[src/rtl/bidir_io_ctrl_pkg.sv]
// rtl/bidir_io_ctrl_pkg.sv - shared register selects and prime-state type
//
// Purpose: register-select codes decoded from addr[top:WordBits] and the
// post-reset priming state machine encoding used by bidir_io_ctrl.
package bidir_io_ctrl_pkg;

  localparam logic [2:0] REG_DATA      = 3'd0;
  localparam logic [2:0] REG_DDR       = 3'd1;
  localparam logic [2:0] REG_OD        = 3'd2;
  localparam logic [2:0] REG_EDGE_STAT = 3'd3;
  localparam logic [2:0] REG_EDGE_MASK = 3'd4;

  typedef enum logic [1:0] {
    PRIME0 = 2'd0,
    PRIME1 = 2'd1,
    PRIME2 = 2'd2,
    RUN    = 2'd3
  } prime_state_e;

endpackage

[src/rtl/bidir_io_ctrl_sync.sv]
// rtl/bidir_io_ctrl_sync.sv - pin read-back synchroniser with edge detect
//
// Purpose: brings the asynchronous pin state into the clk domain through two
// flops (s1, s2) and keeps one history flop (s3) for edge detection.
// Ports:
//   clk      in   system clock
//   reset_n  in   asynchronous active-low reset
//   data_i   in   raw pin state (asynchronous)
//   sync_o   out  synchronised pin state (s2)
//   edge_o   out  per-pin change flag, rising or falling (s2 ^ s3)
module io_input_sync #(
  parameter int Width = 36
) (
  input  logic             clk,
  input  logic             reset_n,
  input  logic [Width-1:0] data_i,
  output logic [Width-1:0] sync_o,
  output logic [Width-1:0] edge_o
);

  logic [Width-1:0] s1_q, s2_q, s3_q;

  always_ff @(posedge clk or negedge reset_n) begin
    if (!reset_n) begin
      s1_q <= '0;
      s2_q <= '0;
      s3_q <= '0;
    end else begin
      s1_q <= data_i;
      s2_q <= s1_q;
      s3_q <= s2_q;
    end
  end

  assign sync_o = s2_q;
  assign edge_o = s2_q ^ s3_q;

endmodule

[src/rtl/bidir_io_ctrl.sv]
// rtl/bidir_io_ctrl.sv - bus-mapped controller for a bidirectional pin bank
//
// Purpose: register file (DATA, DDR, OD, EDGE_STAT, EDGE_MASK) that drives the
// pin-driver inputs, samples the pins, latches edges and raises an interrupt.
// Ports:
//   clk, reset_n   clock and asynchronous active-low reset
//   addr           {reg_sel[2:0], word[WordBits-1:0]}
//   wr_en/wr_data  single-cycle write strobe and data
//   rd_en          single-cycle read strobe
//   rd_data        registered read data, held until the next read
//   rd_valid       one-cycle pulse, the cycle after rd_en
//   oe/od/out_data per-pin output enable, open-drain select, output value
//   read_data      raw pin state from the pin driver (asynchronous)
//   irq            registered interrupt, |(EDGE_STAT & EDGE_MASK)
module bidir_io_ctrl
  import bidir_io_ctrl_pkg::*;
#(
  parameter int IOWidth  = 36,
  parameter int WordBits = 3
) (
  input  logic                  clk,
  input  logic                  reset_n,
  input  logic [3+WordBits-1:0] addr,
  input  logic                  wr_en,
  input  logic [31:0]           wr_data,
  input  logic                  rd_en,
  output logic [31:0]           rd_data,
  output logic                  rd_valid,
  output logic [IOWidth-1:0]    oe,
  output logic [IOWidth-1:0]    od,
  output logic [IOWidth-1:0]    out_data,
  input  logic [IOWidth-1:0]    read_data,
  output logic                  irq
);

  localparam int NWords = (IOWidth + 31) / 32;

  logic [2:0]          reg_sel;
  logic [WordBits-1:0] word;
  assign reg_sel = addr[WordBits+2:WordBits];
  assign word    = addr[WordBits-1:0];

  logic [IOWidth-1:0] out_q, out_d;
  logic [IOWidth-1:0] oe_q, oe_d;
  logic [IOWidth-1:0] od_q, od_d;
  logic [IOWidth-1:0] stat_q, stat_d;
  logic [IOWidth-1:0] mask_q, mask_d;
  logic [31:0]        rd_data_q, rd_data_d;
  logic               rd_valid_q;
  logic               irq_q, irq_d;
  prime_state_e       state_q, state_d;

  logic [IOWidth-1:0] sync_w, edge_w;

  io_input_sync #(.Width(IOWidth)) u_sync (
    .clk     (clk),
    .reset_n (reset_n),
    .data_i  (read_data),
    .sync_o  (sync_w),
    .edge_o  (edge_w)
  );

  // Per-pin view of the addressed word. A word index >= NWords matches no pin,
  // and bits above IOWidth have no pin, so both drop out naturally here.
  logic [IOWidth-1:0] word_hit;
  logic [IOWidth-1:0] wdata_pins;
  always_comb begin
    word_hit   = '0;
    wdata_pins = '0;
    for (int i = 0; i < IOWidth; i++) begin
      word_hit[i]   = (int'(word) == i / 32);
      wdata_pins[i] = wr_data[i % 32];
    end
  end

  logic [IOWidth-1:0] wbits;
  assign wbits = wdata_pins & word_hit;

  logic [IOWidth-1:0] w1c;
  logic [IOWidth-1:0] edge_set;

  always_comb begin
    out_d  = out_q;
    oe_d   = oe_q;
    od_d   = od_q;
    mask_d = mask_q;
    w1c    = '0;
    if (wr_en) begin
      case (reg_sel)
        REG_DATA:      out_d  = (out_q  & ~word_hit) | wbits;
        REG_DDR:       oe_d   = (oe_q   & ~word_hit) | wbits;
        REG_OD:        od_d   = (od_q   & ~word_hit) | wbits;
        REG_EDGE_STAT: w1c    = wbits;
        REG_EDGE_MASK: mask_d = (mask_q & ~word_hit) | wbits;
        default:       ;
      endcase
    end
    // Edges are ignored while priming so pins already high at reset release
    // do not show up as status. The set term is ORed last so it beats a W1C.
    edge_set = (state_q == RUN) ? edge_w : '0;
    stat_d   = (stat_q & ~w1c) | edge_set;
    irq_d    = |(stat_d & mask_d);
  end

  // Read mux uses current (pre-write) register values.
  logic [IOWidth-1:0] rd_src;
  logic [31:0]        rd_word;
  always_comb begin
    case (reg_sel)
      REG_DATA:      rd_src = sync_w;
      REG_DDR:       rd_src = oe_q;
      REG_OD:        rd_src = od_q;
      REG_EDGE_STAT: rd_src = stat_q;
      REG_EDGE_MASK: rd_src = mask_q;
      default:       rd_src = '0;
    endcase
    rd_word = '0;
    for (int i = 0; i < IOWidth; i++) begin
      if (word_hit[i]) rd_word[i % 32] = rd_src[i];
    end
    rd_data_d = rd_en ? rd_word : rd_data_q;
  end

  always_comb begin
    state_d = state_q;
    case (state_q)
      PRIME0:  state_d = PRIME1;
      PRIME1:  state_d = PRIME2;
      PRIME2:  state_d = RUN;
      RUN:     state_d = RUN;
      default: state_d = PRIME0;
    endcase
  end

  always_ff @(posedge clk or negedge reset_n) begin
    if (!reset_n) begin
      out_q      <= '0;
      oe_q       <= '0;
      od_q       <= '0;
      stat_q     <= '0;
      mask_q     <= '0;
      rd_data_q  <= '0;
      rd_valid_q <= 1'b0;
      irq_q      <= 1'b0;
      state_q    <= PRIME0;
    end else begin
      out_q      <= out_d;
      oe_q       <= oe_d;
      od_q       <= od_d;
      stat_q     <= stat_d;
      mask_q     <= mask_d;
      rd_data_q  <= rd_data_d;
      rd_valid_q <= rd_en;
      irq_q      <= irq_d;
      state_q    <= state_d;
    end
  end

  assign out_data = out_q;
  assign oe       = oe_q;
  assign od       = od_q;
  assign rd_data  = rd_data_q;
  assign rd_valid = rd_valid_q;
  assign irq      = irq_q;

  // NWords is only referenced for documentation of the word range.
  logic unused_nwords;
  assign unused_nwords = (NWords > (1 << WordBits));

endmodule

[config.mk]
export PLATFORM = sky130hd
export DESIGN_NAME = bidir_io_ctrl
export DESIGN_NICKNAME = d
export VERILOG_FILES = /design/src/rtl/bidir_io_ctrl_pkg.sv /design/src/rtl/bidir_io_ctrl_sync.sv /design/src/rtl/bidir_io_ctrl.sv
export SDC_FILE = /design/constraint.sdc
export NUM_CORES = 1
export LEC_CHECK = 0
export ABC_AREA = 1
export CAP_MARGIN = 20
export CORE_ASPECT_RATIO = 1.5
export CORE_MARGIN = 5
export CORE_UTILIZATION = 50
export DETAILED_ROUTE_END_ITERATION = 6
export GPL_TIMING_DRIVEN = 1
export MAX_ROUTING_LAYER = met4
export PLACE_DENSITY = 0.76
export SLEW_MARGIN = 40
export SYNTH_ARGS = -nofsm -noshare
export SYNTH_HDL_FRONTEND = slang
export SYNTH_HIERARCHICAL = 1
export SYNTH_SLANG_ARGS = --single-unit
[constraint.sdc]
create_clock -name clk -period 2.1 [get_ports clk]
set_input_delay 0.21 -clock clk [delete_from_list [all_inputs] [get_ports clk]]
set_output_delay 0.21 -clock clk [all_outputs]
set_load 0.03 [all_outputs]
### Word level (Yosys, flattened, before mapping)

Cells that the tools add are included.

* register bits after elaboration: 324
* bits of input ports: 78

* eq/ne operators: 8
* mux-type cells: 43
* bitwise gates (word level): 15
* reductions and logical operators: 8

Operator list (count)
* $and 36x36->36: 7
* $mux 36: 5
* $or 36x36->36: 5
* $pmux 36 s5: 1
* $not 36->36: 2
* $mux 1: 36
* $reduce_or 36->1: 1
* $xor 36x36->36: 1
* $eq 3x2->1 const B: 3
* $logic_not 3->1: 2
* $pmux 2 s3: 1
* $reduce_and 2->1: 3
* $eq 2x2->1 const B: 2
* $eq 3x1->1 const B: 1
* $eq 3x3->1 const B: 1
* $eq 2x1->1 const B: 1
* $logic_not 2->1: 1
* $reduce_or 2->1: 1

### Longest topological paths before layout

Gate-level depths: netlist of run 1.

* depth after elaboration: 9
* depth in mapped cells: 14
* gate-level depth less buffers: 12

### Hierarchy

Netlist of run 1, hierarchy kept.

By module, submodules not included
* bidir_io_ctrl: instances 1, cells an instance 1167, area an instance 9932.0 um2, sequential area each 5405.2 um2
* io_input_sync: instances 1, cells an instance 288, area an instance 3378.2 um2, sequential area each 2702.6 um2

### Least setup slack after synthesis of run 1

Ideal clock, no wire load.

* path type: in2reg
* from: input port addr[5]
* to: register (tool-made name)
* setup time: 0.125 ns
* arrival time: 1.448 ns
* required time: 1.975 ns
* path slack: 0.528 ns
* stages on the path: 8
* path buffers: 2
* path through: buf_6 -> inv_2 -> nand3_1 -> inv_1 -> nand2_1 -> nor2_2 -> buf_4 -> mux2_2

RTL lines
* start: declaration: RTL line bidir_io_ctrl.sv:23 `input logic [3+WordBits-1:0] addr,`

### Final worst setup path of run 1

* from: register rd_data_q[27], in the netlist rd_data[27]
* to: output port rd_data[27]

RTL lines
* start: declaration: RTL line bidir_io_ctrl.sv:48 `logic [31:0] rd_data_q, rd_data_d;`
* start signal: assignment: RTL line bidir_io_ctrl.sv:152 `rd_data_q <= rd_data_d;`
* end: declaration: RTL line bidir_io_ctrl.sv:27 `output logic [31:0] rd_data,`

No word-level cell between the ends.

==> results of run 1 <==
[logic make-up (layout without fill, tap and decap cells)]
logic type / Yosys count / in the layout / share of synthesized area [%]
flops: 324 / 324 / 60.9
buf+inv: 265 / 562 / 8.23
simple gates: 592 / 592 / 17.8
compound gates: 234 / 234 / 9.66
mux: 40 / 40 / 3.38
[per-stage QoR]
step | cell area [sq um] | cells | power [uW] | hold slack, ps | TNS [ps]
floorplan | 13300 | 1455 | 8630 | -85.6 | 0
global route | 17500 | 2089 | 16300 | 46.6 | 0
detailed placement | 16500 | 2030 | 10100 | 227 | -2240
CTS | 17500 | 2089 | 15800 | 45.7 | 0
finish | 17500 | 2089 | 15700 | 74.2 | 0
global placement | 16500 | 2030 | 10000 | 223 | -219
[power groups by stage]
stage / logic, uW / registers (uW) / clock network [uW]
finish: 2830 / 7140 / 5700
global route: 3050 / 7210 / 6080
CTS: 2860 / 7140 / 5830
detailed placement: 2830 / 7250 / 0
global placement: 2780 / 7210 / 0
floorplan: 786 / 7850 / 0
[layout make-up]
cell class                 count  area (sq um)
clock inverter                13           151
fill                        2030          8870
sequential                   324          8110
tap                          337           422
timing repair buffer         290          3020
inverter                     214           803
clock buffer                  45           898
multi-input combinational    866          4120
[path summary, 6_finish.rpt]
check	endpoint	slack [ps]	cells past startpoint
min in group asynchronous	async pin	210	2
worst min register to register	u_sync/sync_o[25]	340	0
max in group asynchronous	u_sync/s3_q[0]	1070	3
worst min-delay path	u_sync/s1_q[22]	70	1
worst max-delay path	rd_data[27]	170	1
worst max register to register	irq	440	11
[layout by cell type (no fill, tap or decap), drive strengths merged]
| cell type | count |
|---|---|
| dfrtp | 324 |
| nand3 | 18 |
| o21ai | 174 |
| clkinv | 10 |
| o22ai | 26 |
| mux2 | 40 |
| nor2 | 62 |
| or2 | 1 |
| a21oi | 1 |
| inv | 214 |
| buf | 71 |
| clkbuf | 45 |
| nand4 | 4 |
| bufinv | 3 |
| o211ai | 2 |
| dlygate4sd3 | 1 |
| clkdlybuf4s50 | 218 |
| a211oi | 28 |
| nand2 | 507 |
| o31ai | 3 |
[routing by layer]
metal / routed length, um / track usage [%]
met1: 14000 / 30.8
met2: 19400 / 43.9
met3: 2640 / 3.85
met4: 1170 / 9.45
met5: 0 / -
==> summary.md, run 1 <==
| Metric | Value |
|---|---|
| Status | completed |
| Total number of vias | 10900 |
| DR pass1 iterations | 5 |
| Crit-path leading delay family | buffers and inverters |
| Asr flop ratio synth | 100% |
| Unique masters post-synth | 28 |
| Global placer's final weighted congestion | ~0.87 |
| Root buffer cell | clkbuf_16 |
| Crit Reg-Reg Startpoint | state_q[0] |
| Final HPWL from detailed placement | between 20000 and 30000 um |
| Seq/Total Area, Yosys | around three fifths |
| Worst slew pin tran | 605 ps |
| Num CTS Buffers | 31 |
| Synthesized area | ~13000 sq um |
| Fmax | 517 MHz |
| Gr ovfl total | 0 |
| Critical Path Source | rd_data[27] |
| Die H | between 200 and 250 um |
| GRT Resource Usage Total | 25.7% |
| Internal | 11300 uW |
| Clock Path Buffers | 3 |
| Drt drc | 0 |
| Avg Vias per Cell | ~5.2 |
| Placeable Area | 26400 sq um |
| Avg Synthesized Cell Area | 9.15 sq um |
| Share of cells above drive strength 1 | between 9 and 10% |
| Critical path class | register to output port |
| # resized after CTS | 0 |
| Worst Skew | 15.4 ps |
| Pre-CTS WS | -157 ps |
| Max-slew headroom | 59.7% |
| Pin count of the biggest net entering global routing | 74 |
| VDD IR-drop max | 635 uV |
| RSZ-0062 raised after global routing | no |
| Post-CTS Setup Bufs | 0 |
| Clock latency on the worst-skew pair | 570 ps |
| Pwr per Cell Area | 894 nW/um^2 |
| Clock power frac | a little over a third |
| Critical path arrival | 1720 ps |
| Min Tclk post-route | 1930 ps |
| Antenna-violating nets left | 0 |
| Clock Sinks | ~320 |
| Layout net count | 1805 |
| Starting Density | between 50% and 60% |
| Most common flop cell mapped by yosys | dfrtp_1 |
| Post-route setup slack | 166 ps |
| Row count | 73 |
| Worst EP required | ~1900 ps |
| Sequential Power Share | a little under half |
| Bufs and invs on worst path | 1 |
| Top cells by area, synth | dfrtp_1, nand2_1, o21ai_0 |
| Comb pwr share | between 10% and 20% |
| Top-Level Pins | 220 |
| CTS tree | done |
| Hold Crit Class | primary input to register |
| Global-route wire length before repair | 59300 um |
| Crit start category | register |
| Clk slew on worst S/H paths | 70 ps |
| Sw Pwr | 4390 uW |
| Die area | 30100 sq um |
| Hold_buf cts | 1 |
| Leakage | 0.00893 uW |
| Vias in the first global route | about 11000 |
| Most instantiated cells after synthesis | nand2_1, dfrtp_1, inv_1 |
| Number of antenna violations at the first check in global routing | 0 |
| Post-synth top area share | 60.9% |
| Avg WL per Cell | 17.9 um |
| Synth Register Bits | between 300 and 400 |
| Fin util | 66.4% |
| Drt total wl | 37300 um |
| Max-Cap Viols | 0 |
| Final Max Tran Viols | 0 |
| CP max FO | 2 |
| Area growth syn-to-layout | 31.7% |
| Critical path capture point type | output port |
| Horiz. Die Dim | 143 um |
| Antenna diode count | 0 |
| Post-Syn Instances | 1455 |
| Net Count, Synth | 1533 |
| DRT iter0 DRCs | 959 |
| Crit path largest cell delay | ~800 ps |
| Period utilization | about 90% |
| H-tree level count | 1 |
| Most frequent cell after synthesis | nand2_1 |
| Max stage delay cell, worst path | clkdlybuf4s50_1 |
| Switching share of total power | 28.0% |
| Synth warn | 6 |
| Fin. Hold Viols | 0 |
| CP Cell Sequence | clkdlybuf4s50_1 |
| # setup viols final | 0 |
| Hold_sp | read_data[22] |
| PortBufs | 219 |
| Post-synth EDFFs | 0 |
| Post-synth top area cell | dfrtp_1 |
Note: power is estimated with default switching activity, not from simulation.
==> inputs of run 2 (changes only) <==
--- a/config.mk
+++ b/config.mk
@@ -12,7 +12,6 @@
 export CORE_UTILIZATION = 50
 export DETAILED_ROUTE_END_ITERATION = 6
 export GPL_TIMING_DRIVEN = 1
-export MAX_ROUTING_LAYER = met4
 export PLACE_DENSITY = 0.76
 export SLEW_MARGIN = 40
 export SYNTH_ARGS = -nofsm -noshare
==> summary.md, run 2 (synthesis gave the netlist of run 1 again) <==
| Metric | Value |
|---|---|
| CP Cell Sequence | clkdlybuf4s50_1 (unchanged) |
| CP max FO | 2 (unchanged) |
| Worst Skew | 11.5 ps (was 15.4 ps) |
| Hold-critical path depth | 1 (unchanged) |
| Clock Sinks | 324 (unchanged) |
| RSZ-0062 raised after global routing | no (unchanged) |
| Max-slew headroom | 64.6% (was 59.7%) |
| Total number of vias | 10800 (was 10900) |
| Horiz. Die Dim | 143 um (unchanged) |
| Global placer's final weighted congestion | 0.867 (about the same) |
| Fmax | 524 MHz (was 517 MHz) |
| H-tree level count | 1 (unchanged) |
| Clock Path Buffers | 3 (unchanged) |
| Antenna diode count | 0 (unchanged) |
| Clk slew on worst S/H paths | 60 ps (was 70 ps) |
| Row count | 73 (unchanged) |
| Area growth syn-to-layout | 31.7% (about the same) |
| Layout net count | 1798 (was 1805) |
| DR pass1 iterations | 6 (was 5) |
| Gr ovfl total | 0 (unchanged) |
| Crit path largest cell delay | 760 ps (was 780 ps) |
| Max stage delay cell, worst path | clkdlybuf4s50_1 (unchanged) |
| Avg Vias per Cell | 5.17 (was 5.23) |
| Min Tclk post-route | 1910 ps (was 1930 ps) |
| Global-route wire length before repair | 58800 um (was 59300 um) |
| Critical path arrival | 1700 ps (was 1720 ps) |
| Critical path capture point type | output port (unchanged) |
| Commonest non-fill, non-tap cells in the layout | nand2_1, dfrtp_1, clkdlybuf4s50_1, inv_1, o21ai_0 (unchanged) |
| Die area | 30100 sq um (unchanged) |
| Worst slew pin tran | 531 ps (was 605 ps) |
| Avg WL per Cell | 17.5 um (was 17.9 um) |
| Vias in the first global route | 11100 (was 11200) |
| Pre-CTS WS | -159 ps (was -157 ps) |
| Leakage | 0.00892 uW (was 0.00893 uW) |
| Root buffer cell | clkbuf_16 (unchanged) |
| Hold Crit Class | primary input to register (unchanged) |
| Final HPWL from detailed placement | 25800 um (was 26300 um) |
| VDD IR-drop max | 785 uV (was 635 uV) |
| Critical path class | register to output port (unchanged) |
| Starting Density | 50.4% (unchanged) |
| # setup viols final | 0 (unchanged) |
| Fill cell count | 2015 (was 2030) |
| Critical Path Stages | 1 (unchanged) |
| Placeable Area | 26400 sq um (unchanged) |
| DRT iter0 DRCs | 790 (was 959) |
| Crit start category | register (unchanged) |
| Fin. Hold Viols | 0 (unchanged) |
| Antenna-violating nets left | 0 (unchanged) |
| Status | completed (unchanged) |
| Bufs and invs on worst path | 1 (unchanged) |
| Pwr per Cell Area | 904 nW/um^2 (was 894 nW/um^2) |
| Top-Level Pins | 220 (unchanged) |
| Post-CTS Setup Bufs | 0 (unchanged) |
| Die H | 210 um (unchanged) |
| # resized after CTS | 0 (unchanged) |
| Max-Cap Viols | 0 (unchanged) |
| Drt total wl | 36500 um (was 37300 um) |
| Number of antenna violations at the first check in global routing | 0 (unchanged) |
| Hold Slack | 71.3 ps (was 74.2 ps) |
| PortBufs | 219 (unchanged) |
| Worst EP required | 1890 ps (about the same) |
| Final Max Tran Viols | 0 (unchanged) |
| Num CTS Buffers | 30 (was 31) |
| R2r worst-path depth | 11 (unchanged) |
| GRT Resource Usage Total | 24.6% (was 25.7%) |
| Post-route setup slack | 191 ps (was 166 ps) |
| Clock latency on the worst-skew pair | 570 ps (about the same) |
| CTS tree | done (unchanged) |
| Drt drc | 0 (unchanged) |
| Pin count of the biggest net entering global routing | 68 (was 74) |
| Period utilization | 90.9% (was 92.1%) |
| Crit-path leading delay family | buffers and inverters (unchanged) |
| Fin util | 66.4% (about the same) |
| Commonest non-fill, non-tap cell in the layout | nand2_1 (unchanged) |
| Share of cells above drive strength 1 | 9.64% (was 9.93%) |
run 2: per-layer routing:
metal  GRT usage (%)  up-vias  routed length [um]
li1                -     5063                   -
met3            3.76      106                2210
met1            30.9     5192               14100
met4            10.1        0                1430
met5               0        -                   0
met2            42.4      401               18700
run 2: path summary, 6_finish.rpt:
check / startpoint / slack (ps) / endpoint
worst max-delay path: rd_data[31] / 190 / rd_data[31]
worst min-delay path: read_data[21] / 70 / u_sync/s1_q[21]
max in group asynchronous: reset_n / 1220 / async pin
min in group asynchronous: reset_n / 150 / async pin
worst max register to register: state_q[0] / 450 / irq
worst min register to register: u_sync/s1_q[26] / 350 / u_sync/sync_o[26]
run 2: final cells by class:
class	count	area, sq um	area share [%]
Sequential cell	324	8110	46.2
Multi-Input combinational cell	866	4120	23.5
Timing Repair Buffer	284	3000	17.1
Clock inverter	11	164	0.935
Clock buffer	44	915	5.22
Inverter	214	803	4.58
Tap cell	337	422	2.41
run 2: power by group:
part	leakage, uW	switching (uW)	internal, uW
clock network	0.000528	2400	3500
registers	0.00380	328	6810
logic	0.00459	1690	1130
run 2: metrics by stage:
step | cells | instance area, sq um | TNS [ps] | power [uW]
finish | 2080 | 17500 | 0 | 15900
global route | 2080 | 17500 | 0 | 16500
CTS | 2080 | 17500 | 0 | 16000
detailed placement | 2024 | 16400 | -1580 | 10100
global placement | 2024 | 16400 | -96.7 | 10000
floorplan | 1455 | 13300 | 0 | 8630
run 2: repair_timing:
item | CTS | global route
hold buffers | 1 | 0
endpoints found under the hold margin | 68 | 0
setup endpoints to repair | 0 | 0
==> inputs of run 3 (changes only) <==
--- a/config.mk
+++ b/config.mk
@@ -10,8 +10,9 @@
 export CORE_ASPECT_RATIO = 1.5
 export CORE_MARGIN = 5
 export CORE_UTILIZATION = 50
+export CTS_CLUSTER_DIAMETER = 100
 export DETAILED_ROUTE_END_ITERATION = 6
-export GPL_TIMING_DRIVEN = 1
+export GPL_TIMING_DRIVEN = 0
 export PLACE_DENSITY = 0.76
 export SLEW_MARGIN = 40
 export SYNTH_ARGS = -nofsm -noshare
==> summary.md, run 3 (synthesis gave the netlist of run 1 again) <==
| Metric | Value |
|---|---|
| Pwr per Cell Area | 934 nW/um^2 (was 904 nW/um^2) |
| Starting Density | 50.4% (unchanged) |
| Die H | 210 um (unchanged) |
| Drt total wl | 39500 um (was 36500 um) |
| CP most frequent cell | o21ai_0 |
| R2R Path End | irq (unchanged) |
| DR pass1 iterations | 5 (was 6) |
| DRT iter0 DRCs | 793 (was 790) |
| M1 WL | 15000 um (was 14100 um) |
| Global placer's final weighted congestion | 0.914 (was 0.867) |
| Critical path arrival | 2420 ps (was 1700 ps) |
| Max-Cap Viols | 0 (unchanged) |
| Min Tclk post-route | 1990 ps (was 1910 ps) |
| Routed length on met2 | 19700 um (was 18700 um) |
| Vias in the first global route | 11100 (about the same) |
| Gr ovfl total | 0 (unchanged) |
| Critical path capture point type | register (was output port) |
| Hold-critical path depth | 1 (unchanged) |
| Area of the multi-input gates | 4120 sq um (about the same) |
| H-tree level count | 1 (unchanged) |
| Crit Reg-Reg Startpoint | state_q[0] (unchanged) |
| Commonest non-fill, non-tap cell in the layout | nand2_1 (unchanged) |
| Flop-to-flop setup slack | 160 ps (was 450 ps) |
| Max-slew headroom | 51.1% (was 64.6%) |
| Row count | 73 (unchanged) |
| Total number of vias | 11000 (was 10800) |
| Global-route wire length before repair | 60600 um (was 58800 um) |
| Layout net count | 1792 (was 1798) |
| Clk slew on worst S/H paths | 70 ps (was 60 ps) |
| Worst EP required | 2530 ps (was 1890 ps) |
| Area after DPL | 16000 sq um (was 16400 sq um) |
| Drt drc | 0 (unchanged) |
| Die area | 30100 sq um (unchanged) |
| Clock power frac | 38.4% (was 37.2%) |
| Avg WL per Cell | 19.1 um (was 17.5 um) |
| Avg Vias per Cell | 5.28 (was 5.17) |
| Fin util | 65.3% (was 66.4%) |
| Clock latency on the worst-skew pair | 560 ps (was 570 ps) |
| VDD IR-drop max | 769 uV (was 785 uV) |
| GRT Resource Usage Total | 26.1% (was 24.6%) |
| Clock Path Buffers | 3 (unchanged) |
| Number of antenna violations at the first check in global routing | 0 (unchanged) |
| Comb pwr share | 17.3% (was 17.8%) |
| Sequential Power Share | 44.3% (was 45.0%) |
| Final instance area | 17200 sq um (was 17500 sq um) |
| Max stage delay cell, worst path | clkdlybuf4s50_1 (unchanged) |
| Hold Crit Class | primary input to register (unchanged) |
| CP max FO | 10 (was 2) |
| Antenna-violating nets left | 0 (unchanged) |
| CP Cell Sequence | clkdlybuf4s50_1 -> nor2_4 -> buf_4 -> nand2_4 -> clkbuf_1 -> o21ai_0 -> o21ai_0 -> nand3_1 (was clkdlybuf4s50_1) |
| Internal | 11600 uW (was 11400 uW) |
| # setup viols final | 0 (unchanged) |
| PortBufs | 218 (was 219) |
| Top-Level Pins | 220 (unchanged) |
| Fin. Hold Viols | 0 (unchanged) |
| Clock Sinks | 324 (unchanged) |
| Switching share of total power | 27.7% (was 27.8%) |
| Leakage | 0.00878 uW (was 0.00892 uW) |
| Crit path largest cell delay | 660 ps (was 760 ps) |
| Hold_sp | read_data[9] (was read_data[21]) |
| Root buffer cell | clkbuf_16 (unchanged) |
| Critical path class | primary input to register (was register to output port) |
| Sw Pwr | 4460 uW (was 4410 uW) |
| Pin count of the biggest net entering global routing | 77 (was 68) |
| Placeable Area | 26400 sq um (unchanged) |
| Min-Delay Endpoint | u_sync/s1_q[9] (was u_sync/s1_q[21]) |
| Wire length on met3 | 2710 um (was 2210 um) |
| Worst Skew | 9.89 ps (was 11.5 ps) |
| Crit start category | primary input (was register) |
| R2r worst-path depth | 11 (unchanged) |
| Share of cells above drive strength 1 | 8.34% (was 9.64%) |
| Status | completed (unchanged) |
| Max layer used | met4 (unchanged) |
| Horiz. Die Dim | 143 um (unchanged) |
| Final HPWL from detailed placement | 27800 um (was 25800 um) |
| Commonest non-fill, non-tap cells in the layout | nand2_1, dfrtp_1, clkdlybuf4s50_1, inv_1, o21ai_0 (unchanged) |
| Final setup TNS | 0 ps (unchanged) |
| Post-route setup slack | 106 ps (was 191 ps) |
| Final Max Tran Viols | 0 (unchanged) |
| Reg area | 8110 sq um (unchanged) |
| Area growth syn-to-layout | 29.5% (was 31.7%) |
| Worst slew pin tran | 733 ps (was 531 ps) |
| Antenna diode count | 0 (unchanged) |
| Num CTS Buffers | 30 (unchanged) |
| Fill cell count | 2114 (was 2015) |
| Fmax | 501 MHz (was 524 MHz) |
| RSZ-0062 raised after global routing | yes (was no) |
| Period utilization | 95.0% (was 90.9%) |
| CTS tree | done (unchanged) |
| Pre-CTS WS | -808 ps (was -159 ps) |
[run 3: cell types whose count changed in the layout (fill, tap and decap cells not counted), sizes merged]
cell           previous run  this run
clkdlybuf4s50           218       217
clkinvlp                  2         3
clkinv                    6        10
buf                      65        34
bufinv                    4         7
clkbuf                   44        63
[run 3: cell type report]
type | count | share of cell area [%]
repair buffers | 227 | 13.6
well taps | 337 | 2.45
inverters | 214 | 4.66
flip-flops and latches | 324 | 47.0
plain buffers | 51 | 1.74
clock inverters | 19 | 1.70
clock buffers | 37 | 4.92
multi-input cells | 866 | 23.9
[run 3: power by group through the flow]
stage / combinational (uW) / clock (uW) / sequential [uW]
floorplan: 786 / 0 / 7850
finish: 2790 / 6170 / 7130
global route: 3000 / 6500 / 7190
detailed placement: 2780 / 0 / 7240
CTS: 2810 / 6270 / 7130
global placement: 2710 / 0 / 7230
[run 3: critical path: cells and delay by family]
family	cells	cell delay, ps
AO/OA/AOI/OAI	2	550
buffers and inverters	3	1380
AND/OR/NAND/NOR	3	290
[run 3: repair_timing]
action / 4_1_cts / 5_1_grt
setup endpoints to repair: 42 / 13
gates resized for setup: 3 / 13
hold buffers: 1 / 0
setup buffers: 3 / 0
endpoints found under the hold margin: 93 / 0
pin swaps: 1 / 0
[run 3: per-stage QoR]
step                      std cells  power (uW)  hold WS, ps
after global placement         2010        9950          332
final                          2075       16100         82.0
after global routing           2075       16700         68.6
after detailed placement       2015       10000          170
after floorplan                1455        8630        -85.6
after CTS                      2075       16200         60.4
[run 3: how the worst max path moves through the flow]
stage | from | endpoint | slack (ps) | depth (start not counted)
after detailed placement | addr[3] | register | -810 | 7
after CTS | state_q[0] | irq | 0.7 | 11
after floorplan | addr[5] | register | 530 | 8
after global placement | reset_n | u_sync/s1_q[7] | -13170 | 1
final | addr[3] | rd_data[1] | 110 | 8
after global routing | addr[3] | rd_data[15] | -0.5 | 7
[run 3: metal layers]
metal / GRT usage, % / vias up
met3: 4.17 / 131
met1: 32.3 / 5304
met4: 12.3 / 0
met2: 44.4 / 460
met5: 0 / -
li1: - / 5055
